`src/rtl/pipo_rr_arbiter_pkg.sv`:
```
// Shared types and helpers for the round-robin PIPO arbiter:
// the holding-register state, source-index sizing and a wrapping index rotate.
package pipo_arb_pkg;

  typedef enum logic {
    EMPTY = 1'b0,
    FULL  = 1'b1
  } arb_state_e;

  // Smallest w with 2**w >= n, never below 1 so a 2-requester arbiter still has an index bit.
  function automatic int unsigned src_width(input int unsigned n);
    int unsigned w;
    w = 1;
    for (int unsigned k = 1; k < 32; k++) begin
      if ((32'd1 << w) < n) w = w + 1;
    end
    return w;
  endfunction

  // (base + off) wrapped into 0..n-1.
  function automatic int unsigned rot_idx(input int unsigned base,
                                          input int unsigned off,
                                          input int unsigned n);
    return (base + off) % n;
  endfunction

endpackage

```
`src/rtl/pipo_rr_arbiter_if.sv`:
```
// Requester and consumer handshake bundle of the arbiter.
// The arbiter sits on the slave modport; the environment drives the master side.
interface pipo_rr_arbiter_if #(
  parameter int unsigned N_REQ = 4,
  parameter int unsigned WIDTH = 4,
  parameter int unsigned SRC_W = 2
);

  logic [N_REQ-1:0]       req_valid;
  logic [N_REQ*WIDTH-1:0] req_data;
  logic [N_REQ-1:0]       req_ready;
  logic                   out_valid;
  logic [WIDTH-1:0]       out_data;
  logic [SRC_W-1:0]       out_src;
  logic                   out_ready;

  modport master (
    output req_valid,
    output req_data,
    output out_ready,
    input  req_ready,
    input  out_valid,
    input  out_data,
    input  out_src
  );

  modport slave (
    input  req_valid,
    input  req_data,
    input  out_ready,
    output req_ready,
    output out_valid,
    output out_data,
    output out_src
  );

endinterface

```
`src/rtl/pipo_rr_arbiter_rr_pick.sv`:
```
// Combinational round-robin picker: first set req_valid bit at or after rr_ptr,
// scanning upward and wrapping past N_REQ-1.
module rr_pick
  import pipo_arb_pkg::*;
#(
  parameter int unsigned N_REQ = 4,
  parameter int unsigned SRC_W = 2
) (
  input  logic [N_REQ-1:0] req_valid,
  input  logic [SRC_W-1:0] rr_ptr,
  output logic [SRC_W-1:0] winner,
  output logic             any_valid
);

  logic             found;
  logic [SRC_W-1:0] idx;

  always_comb begin
    winner = '0;
    found  = 1'b0;
    idx    = '0;
    for (int unsigned k = 0; k < N_REQ; k++) begin
      idx = SRC_W'(rot_idx(32'(rr_ptr), k, N_REQ));
      if (!found && req_valid[idx]) begin
        found  = 1'b1;
        winner = idx;
      end
    end
  end

  assign any_valid = |req_valid;

endmodule

```
`src/rtl/pipo_rr_arbiter.sv`:
```
// Round-robin arbiter feeding one shared WIDTH-bit holding register; the captured
// word is presented with its source index until the consumer takes it.
module pipo_rr_arbiter
  import pipo_arb_pkg::*;
#(
  parameter int unsigned N_REQ = 4,
  parameter int unsigned WIDTH = 4,
  parameter int unsigned SRC_W = 2
) (
  input  logic             clk,
  input  logic             rst,
  pipo_rr_arbiter_if.slave bus
);

  if (SRC_W != src_width(N_REQ)) begin : g_bad_src_w
    $error("pipo_rr_arbiter: SRC_W must equal clog2(N_REQ)");
  end
  if (N_REQ < 2 || N_REQ > 8) begin : g_bad_n_req
    $error("pipo_rr_arbiter: N_REQ must be in 2..8");
  end

  arb_state_e       state_q, state_d;
  logic [SRC_W-1:0] rr_ptr;
  logic [SRC_W-1:0] winner;
  logic             any_valid;
  logic             can_load;
  logic             grant;
  logic             valid_o;
  logic [N_REQ-1:0] ready_o;
  logic [WIDTH-1:0] data_q;
  logic [SRC_W-1:0] src_q;

  rr_pick #(
    .N_REQ (N_REQ),
    .SRC_W (SRC_W)
  ) u_pick (
    .req_valid (bus.req_valid),
    .rr_ptr    (rr_ptr),
    .winner    (winner),
    .any_valid (any_valid)
  );

  always_ff @(posedge clk or negedge rst) begin
    if (!rst) state_q <= EMPTY;
    else      state_q <= state_d;
  end

  // rst gates the grant so no requester sees ready while reset is held.
  always_comb begin
    state_d  = state_q;
    valid_o  = 1'b0;
    ready_o  = '0;
    can_load = (state_q == EMPTY) || bus.out_ready;
    grant    = rst && can_load && any_valid;

    case (state_q)
      EMPTY: valid_o = 1'b0;
      FULL:  valid_o = 1'b1;
      default: valid_o = 1'b0;
    endcase

    if (grant) begin
      state_d         = FULL;
      ready_o[winner] = 1'b1;
    end else if (state_q == FULL && bus.out_ready) begin
      state_d = EMPTY;
    end
  end

  always_ff @(posedge clk or negedge rst) begin
    if (!rst) begin
      data_q <= '0;
      src_q  <= '0;
      rr_ptr <= '0;
    end else if (grant) begin
      data_q <= bus.req_data[winner*WIDTH +: WIDTH];
      src_q  <= winner;
      rr_ptr <= SRC_W'(rot_idx(32'(winner), 1, N_REQ));
    end
  end

  assign bus.req_ready = ready_o;
  assign bus.out_valid = valid_o;
  assign bus.out_data  = data_q;
  assign bus.out_src   = src_q;

endmodule

```
`src/flat_wrapper.sv`:
```
// flat-port wrapper written by rule: the top's interface ports become plain ports
module pipo_rr_arbiter_flat import pipo_arb_pkg::*;
#(
  parameter int unsigned N_REQ = 4,
  parameter int unsigned WIDTH = 4,
  parameter int unsigned SRC_W = 2
)
  (clk, rst, bus_req_valid, bus_req_data, bus_out_ready, bus_req_ready, bus_out_valid, bus_out_data, bus_out_src);
  pipo_rr_arbiter_if #(.N_REQ(N_REQ), .WIDTH(WIDTH), .SRC_W(SRC_W)) bus_i ();
  input  logic clk;
  input  logic rst;
  input wire logic [$bits(bus_i.req_valid)-1:0] bus_req_valid;
  input wire logic [$bits(bus_i.req_data)-1:0] bus_req_data;
  input wire logic [$bits(bus_i.out_ready)-1:0] bus_out_ready;
  output wire logic [$bits(bus_i.req_ready)-1:0] bus_req_ready;
  output wire logic [$bits(bus_i.out_valid)-1:0] bus_out_valid;
  output wire logic [$bits(bus_i.out_data)-1:0] bus_out_data;
  output wire logic [$bits(bus_i.out_src)-1:0] bus_out_src;
  assign bus_i.req_valid = bus_req_valid;
  assign bus_i.req_data = bus_req_data;
  assign bus_i.out_ready = bus_out_ready;
  assign bus_req_ready = bus_i.req_ready;
  assign bus_out_valid = bus_i.out_valid;
  assign bus_out_data = bus_i.out_data;
  assign bus_out_src = bus_i.out_src;
  pipo_rr_arbiter #(.N_REQ(N_REQ), .WIDTH(WIDTH), .SRC_W(SRC_W)) u_core (.clk(clk), .rst(rst), .bus(bus_i));
endmodule
```
`config.mk`:
```
export PLATFORM = sky130hd
export DESIGN_NAME = pipo_rr_arbiter_flat
export DESIGN_NICKNAME = d
export VERILOG_FILES = /design/src/rtl/pipo_rr_arbiter_pkg.sv /design/src/rtl/pipo_rr_arbiter_if.sv /design/src/rtl/pipo_rr_arbiter_rr_pick.sv /design/src/rtl/pipo_rr_arbiter.sv /design/src/flat_wrapper.sv
export SDC_FILE = /design/constraint.sdc
export NUM_CORES = 1
export LEC_CHECK = 0
export CAP_MARGIN = 25
export CORE_ASPECT_RATIO = 0.9
export CORE_MARGIN = 4
export CORE_UTILIZATION = 37
export DETAILED_ROUTE_END_ITERATION = 8
export HOLD_SLACK_MARGIN = 0.05
export PLACE_DENSITY = 0.89
export SYNTH_ARGS = -nofsm -noshare
export SYNTH_HDL_FRONTEND = slang
export SYNTH_HIERARCHICAL = 1
export SYNTH_SLANG_ARGS = --single-unit
```
`constraint.sdc`:
```
create_clock -name clk -period 2.4 [get_ports clk]
set_clock_uncertainty 0.15 [all_clocks]
set_input_delay 0.36 -clock clk [delete_from_list [all_inputs] [get_ports clk]]
set_output_delay 0.36 -clock clk [all_outputs]
set_load 0.03 [all_outputs]
```
==> results of run 1 <==
## layout make-up
class / count / share of cell area [%]
Multi-Input combinational cell: 33 / 33.3
Sequential cell: 9 / 20.8
Tap cell: 22 / 2.53
Timing Repair Buffer: 45 / 37.9
Inverter: 9 / 3.11
Clock buffer: 4 / 2.42
## worst max-delay path by stage
stage	depth (start not counted)	from	end
6_report	8	u_core/rr_ptr[0]	bus_req_ready[2]
5_1_grt	8	bus_req_valid[3]	bus_req_ready[1]
4_1_cts	8	bus_req_valid[3]	bus_req_ready[2]
3_5_place_dp	8	bus_req_valid[1]	bus_req_ready[0]
3_3_place_gp	8	bus_req_valid[1]	bus_req_ready[0]
2_1_floorplan	6	bus_req_valid[1]	u_core/bus.out_data[1]
## per-stage QoR
stage | hold slack, ns | setup TNS (ns)
floorplan | -0.0856 | 0
global placement | 0.342 | -1.83
detailed placement | 0.344 | -2.05
CTS | 0.266 | 0
global route | 0.292 | 0
finish | 0.282 | 0
## state kept, by name (all words and copies together) (netlist names)
| register | cells |
|---|---|
| u_core/bus.out_data | 4 |
| u_core/bus.out_src | 2 |
| u_core/rr_ptr | 2 |
| u_core/state_q | 1 |
## synthesized netlist by cell type (all sizes together)
cell / n / area [µm²]
nor2: 1 / 3.75
dfrtp: 9 / 225
a221o: 1 / 10.0
o221ai: 1 / 8.76
mux4: 4 / 90.1
ha: 4 / 50.1
o21ai: 2 / 10.0
inv: 9 / 33.8
a21oi: 5 / 25.0
mux2: 8 / 93.8
nand2: 1 / 3.75
nand2b: 1 / 6.26
and2: 4 / 25.0
nand3: 1 / 5.00
buf: 2 / 16.3
## logic make-up after synthesis
| kind of cell | after synthesis | synth area share (%) |
|---|---|---|
| compound gates | 9 | 8.87 |
| mux | 12 | 30.3 |
| flops | 9 | 37.1 |
| buf+inv | 11 | 8.25 |
| simple gates | 8 | 7.21 |
| fa+ha+maj | 4 | 8.25 |
## layer usage
layer / GRT usage [%] / part of all wire [%] / up-vias
met2: 30.2 / 55 / 18
met3: 4.85 / 5.4 / 2
li1: - / - / 281
met1: 17.2 / 39 / 281
met4: 9.14 / 0.92 / 0
met5: 0 / 0 / -
## power by group
part | internal, µW | switching (µW) | total [µW] | leakage (µW)
sequential | 223 | 51.6 | 274 | 0.000104
clock | 64.2 | 57.2 | 121 | 0.0000150
combinational | 355 | 317 | 672 | 0.000371
total | 642 | 426 | 1070 | 0.000490
## worst register-to-register path: cells and delay by family, from the launching register on
family	cells	cell delay (ns)
buffers and inverters	3	0.36
muxes	2	0.78
AOI/OAI and AO/OA	2	0.52
DFF	1	0.37
## timing repair
action                     in CTS  in global routing
setup endpoints to repair       6                  3
hold endpoints to repair        0                  0
pin swaps                       3                  2
setup buffers                   2                  3
gates resized for setup        17                  4
cloned                          0                  0
==> impl_metrics.json, run 1 <==
{
  "max-cap-violations": 0,
  "leakagePower_uw": 0.000490,
  "yosys_warnings": 6,
  "placed_area_um2": 993,
  "rr_endpoint": "u_core/bus.out_data[3]",
  "row_count": 13,
  "core_um2": 1500,
  "grt_pass1_vias": 575,
  "worstPathCellList": "buf_4 > nand2b_1 > a21oi_2 > a21oi_2 > buf_4 > ha_1 > and2_1 > buf_6",
  "drt_wl_total_mm": 1.85,
  "path_max_fanout": 7,
  "cts-root-buf": "clkbuf_4",
  "slowest_delay_ns": 0.40,
  "clock_latency_ns": 0.26,
  "rsz0062_at_grt": "no",
  "dp.cells": 113,
  "max-slew-margin-rel_pct": 78.4,
  "path_clk_slew_ns": 0.07,
  "drc": 0,
  "grt_overflow_total": 0,
  "cp-start-kind": "flop",
  "setup_violations": 0,
  "clock.fmax_mhz": 430,
  "drv_slew": 0,
  "dr.pass1.iters": 2,
  "worst_ep_required_time_ns": 1.89,
  "place_hpwl_mm": 1.33,
  "syn-num-nets": 80,
  "grt_pass1_wl_mm": 2.73,
  "layout_common_cells": "clkdlybuf4s50_1 (26), buf_4 (13), dfrtp_1 (8), inv_1 (7), mux2_2 (7)",
  "grt_max_degree": 12,
  "worst_slew_pin_slew_ns": 0.323,
  "synth_seq_cells": 9,
  "layout_min_cycle_time_ns": 2.33,
  "diodes": 0,
  "cts_buffer_depth": 2,
  "die_y_um": 46.4,
  "netlist_area_um2": 607,
  "ios": 34,
  "arrival_ns": 1.82,
  "port_buffers": 33,
  "status": "completed",
  "cp_slowest_cell": "dfrtp_1",
  "final_util_pct": 72.7,
  "die_w_um": 50.7,
  "numCtsBuffers": 3,
  "finalInstanceArea_um2": 1090,
  "r2r-start": "u_core/rr_ptr[0]",
  "cts_tree": "done",
  "hold_class": "input pin to async pin",
  "synth_cell_type_count": 18,
  "wl_per_cell_um": 15.2,
  "fin_nets": 128,
  "pre_cts_ws_ns": -0.517,
  "multi_input_comb_area_um2": 362,
  "ys_seq_area_share_pct": 37.1,
  "hold_violations": 0,
  "max-vdd-ir-drop_uv": 543,
  "cts_hold_buf": 0,
  "final_common_cell": "clkdlybuf4s50_1",
  "seq_area_um2": 226,
  "n_fill_cell": 117,
  "fin_total_pwr_uw": 1070,
  "path_delay_family": "buffers and inverters",
  "drive_gt1_share_pct": 42.0,
  "clock-sinks": 9,
  "path_buf_inv": 3,
  "cp-end-kind": "output port",
  "grt_usage_pct": 16.5,
  "power_density_nw_per_um2": 982,
  "r2r_cells": 7,
  "syn_area_per_cell_um2": 11.4,
  "num_vias": 582,
  "fin_ws_ns": 0.0742,
  "antenna_found_initial": 0,
  "cts_htree_levels": 1,
  "avgViaCountPerCell": 4.77,
  "ant_nets": 0,
  "dr.first_iter.drc_count": 2,
  "period_share_pct": 96.9,
  "syn_inst": 53,
  "initial_core_util_pct": 40.6,
  "syn2layout_area_growth_pct": 79.2,
  "die_area_um2": 2350,
  "gp_congestion": 0.821,
  "criticalPathCategory": "flop to output port",
  "fin_cells": 122,
  "rrSetupSlack_ns": 0.11
}
(Power assumes the default switching activity.)
==> run 2, diff against run 1 <==
- CORE_AREA: not set -> 4 4 41 43
- CORE_ASPECT_RATIO: 0.9 -> not set
- CORE_MARGIN: 4 -> not set
- CORE_UTILIZATION: 37 -> not set
- DIE_AREA: not set -> 0 0 45 47
- DONT_BUFFER_PORTS: not set -> 1
- PLACE_DENSITY: 0.89 -> 0.71
- RECOVER_POWER: not set -> 100
==> run 2 against run 1 <==
Total power decreased by 17%; clock power is essentially flat; fmax grew 0.71%; first-iteration DRC count rose to 7.5 times the previous value; worst hold slack got worse by 0.20 ns; largest power group is now registers.
==> impl_metrics.json, run 2 (same netlist as run 1, synthesis figures left out) <==
{
  "status": "completed",
  "fin_total_pwr_uw": 882,
  "grt_pass1_wl_mm": 2.06,
  "rr_endpoint": "u_core/bus.out_data[2]",
  "cts_tree": "done",
  "final_common_cell": "dfrtp_1",
  "rsz0062_at_grt": "no",
  "criticalPathCategory": "flop to flop",
  "drv_slew": 0,
  "max-cap-violations": 0,
  "max-slew-margin-rel_pct": 69.9,
  "row_count": 13,
  "cp-start-kind": "flop",
  "clock_latency_ns": 0.26,
  "hold_class": "input pin to flop",
  "die_area_um2": 2120,
  "drc": 0,
  "grt_use_met3_pct": 6.90,
  "num_vias": 445,
  "cp-end-kind": "flop",
  "layout_min_cycle_time_ns": 2.31,
  "syn2layout_area_growth_pct": 21.0,
  "top_usage_layer": "met2",
  "arrival_ns": 2.31,
  "gp_congestion": 0.702,
  "largest_reg_flops": 4,
  "clock-sinks": 9,
  "r2r-start": "u_core/rr_ptr[0]",
  "path_max_fanout": 6,
  "grt_max_degree": 10,
  "core_um2": 1300,
  "fin_tns_setup_ns": 0,
  "use_met1_pct": 15.8,
  "ios": 34,
  "grt_pass1_vias": 469,
  "ant_nets": 0,
  "rrSetupSlack_ns": 0.09,
  "max-vdd-ir-drop_uv": 556,
  "drt_wl_total_mm": 1.42,
  "n_fill_cell": 112,
  "initial_core_util_pct": 46.6,
  "period_share_pct": 96.2,
  "drive_gt1_share_pct": 40.6,
  "avgViaCountPerCell": 5.63,
  "layout_common_cells": "dfrtp_1 (9), inv_1 (8), mux2_2 (7), a21oi_1 (5), buf_4 (5)",
  "grtUsageMet2_pct": 23.2,
  "dr.pass1.iters": 4,
  "worst_slew_pin_slew_ns": 0.452,
  "startpoint": "u_core/rr_ptr[0]",
  "die_y_um": 47,
  "grt_usage_pct": 14.3,
  "diodes": 0,
  "port_buffers": 0,
  "place_hpwl_mm": 1.09,
  "crit_end": "u_core/bus.out_data[2]",
  "hold_violations": 0,
  "power_density_nw_per_um2": 1200,
  "antenna_found_initial": 0,
  "cts_buffer_depth": 2,
  "cts_htree_levels": 1,
  "dr.first_iter.drc_count": 15,
  "worst_ep_required_time_ns": 2.40,
  "cts-root-buf": "clkbuf_4",
  "path_clk_slew_ns": 0.06,
  "numCtsBuffers": 3,
  "r2r_cells": 8,
  "die_w_um": 45,
  "clock.fmax_mhz": 433,
  "leakagePower_uw": 0.000342,
  "grt_overflow_total": 0,
  "setup_violations": 0,
  "wl_per_cell_um": 18.0,
  "fin_nets": 92
}
-- run 2: cell count changes in the layout (fill, tap and decap cells not counted), moves of 2 or more --
cell	before	now
buf_6	2	0
dlygate4sd2_1	3	0
a21oi_2	5	0
and2_4	1	3
buf_12	0	2
buf_4	13	5
and2_1	3	1
clkdlybuf4s50_1	26	0
a21oi_1	0	5
-- run 2: metrics by stage --
stage                     worst slack, ns  cell area [µm²]  instances  util, %  hold WS, ns
after floorplan                     0.251              607         53        -      -0.0856
after global placement              0.300              672         71     51.6      -0.0853
after detailed placement            0.274              672         71     51.6      -0.0853
after CTS                         0.00817              708         76     54.4       0.0794
after global routing              0.00217              734         79     56.4       0.0893
final                              0.0907              734         79     56.4       0.0802
-- run 2: worst max-delay path, stage by stage (launching register included) --
cell,delay (ns)
dfrtp_1,0.39
inv_2,0.04
a221o_1,0.31
a21oi_1,0.15
buf_4,0.16
buf_4,0.12
buf_4,0.12
mux4_2,0.48
mux2_2,0.27
-- run 2: worst min-delay path by stage --
stage,from,to,slack [ns],depth (start not counted)
global placement,rst,u_core/bus.out_data[2],-0.09,0
detailed placement,rst,u_core/bus.out_data[2],-0.09,0
floorplan,rst,u_core/bus.out_data[0],-0.09,0
finish,bus_out_ready,u_core/state_q,0.08,1
CTS,bus_out_ready,u_core/state_q,0.08,1
global route,bus_out_ready,u_core/state_q,0.09,1
-- run 2: final cells by class --
type                    instances  area (µm²)  share of cell area (%)
well taps                      15        18.8                    2.56
clock buffers                   4        26.3                    3.58
multi-input cells              33         339                    46.2
inverters                       9        33.8                    4.60
flip-flops and latches          9         225                    30.7
repair buffers                  9        91.3                    12.4
-- run 2: power breakdown --
group          switching, µW  internal (µW)  leakage [µW]
sequential               161            220      0.000105
clock                   55.7           64.2     0.0000150
combinational            156            225      0.000223
total                    373            509      0.000342
-- run 2: repair_timing --
| action | CTS | global route |
|---|---|---|
| hold buffers | 1 | 0 |
| hold endpoints to repair | 9 | 0 |
| setup buffers | 0 | 3 |
| setup endpoints to repair | 0 | 4 |
| gates resized for setup | 0 | 5 |
-- run 2: metal layers --
layer	vias to the layer above	routed length, µm
li1	206	-
met1	212	515
met2	27	732
met3	0	176
met4	0	0
met5	-	0
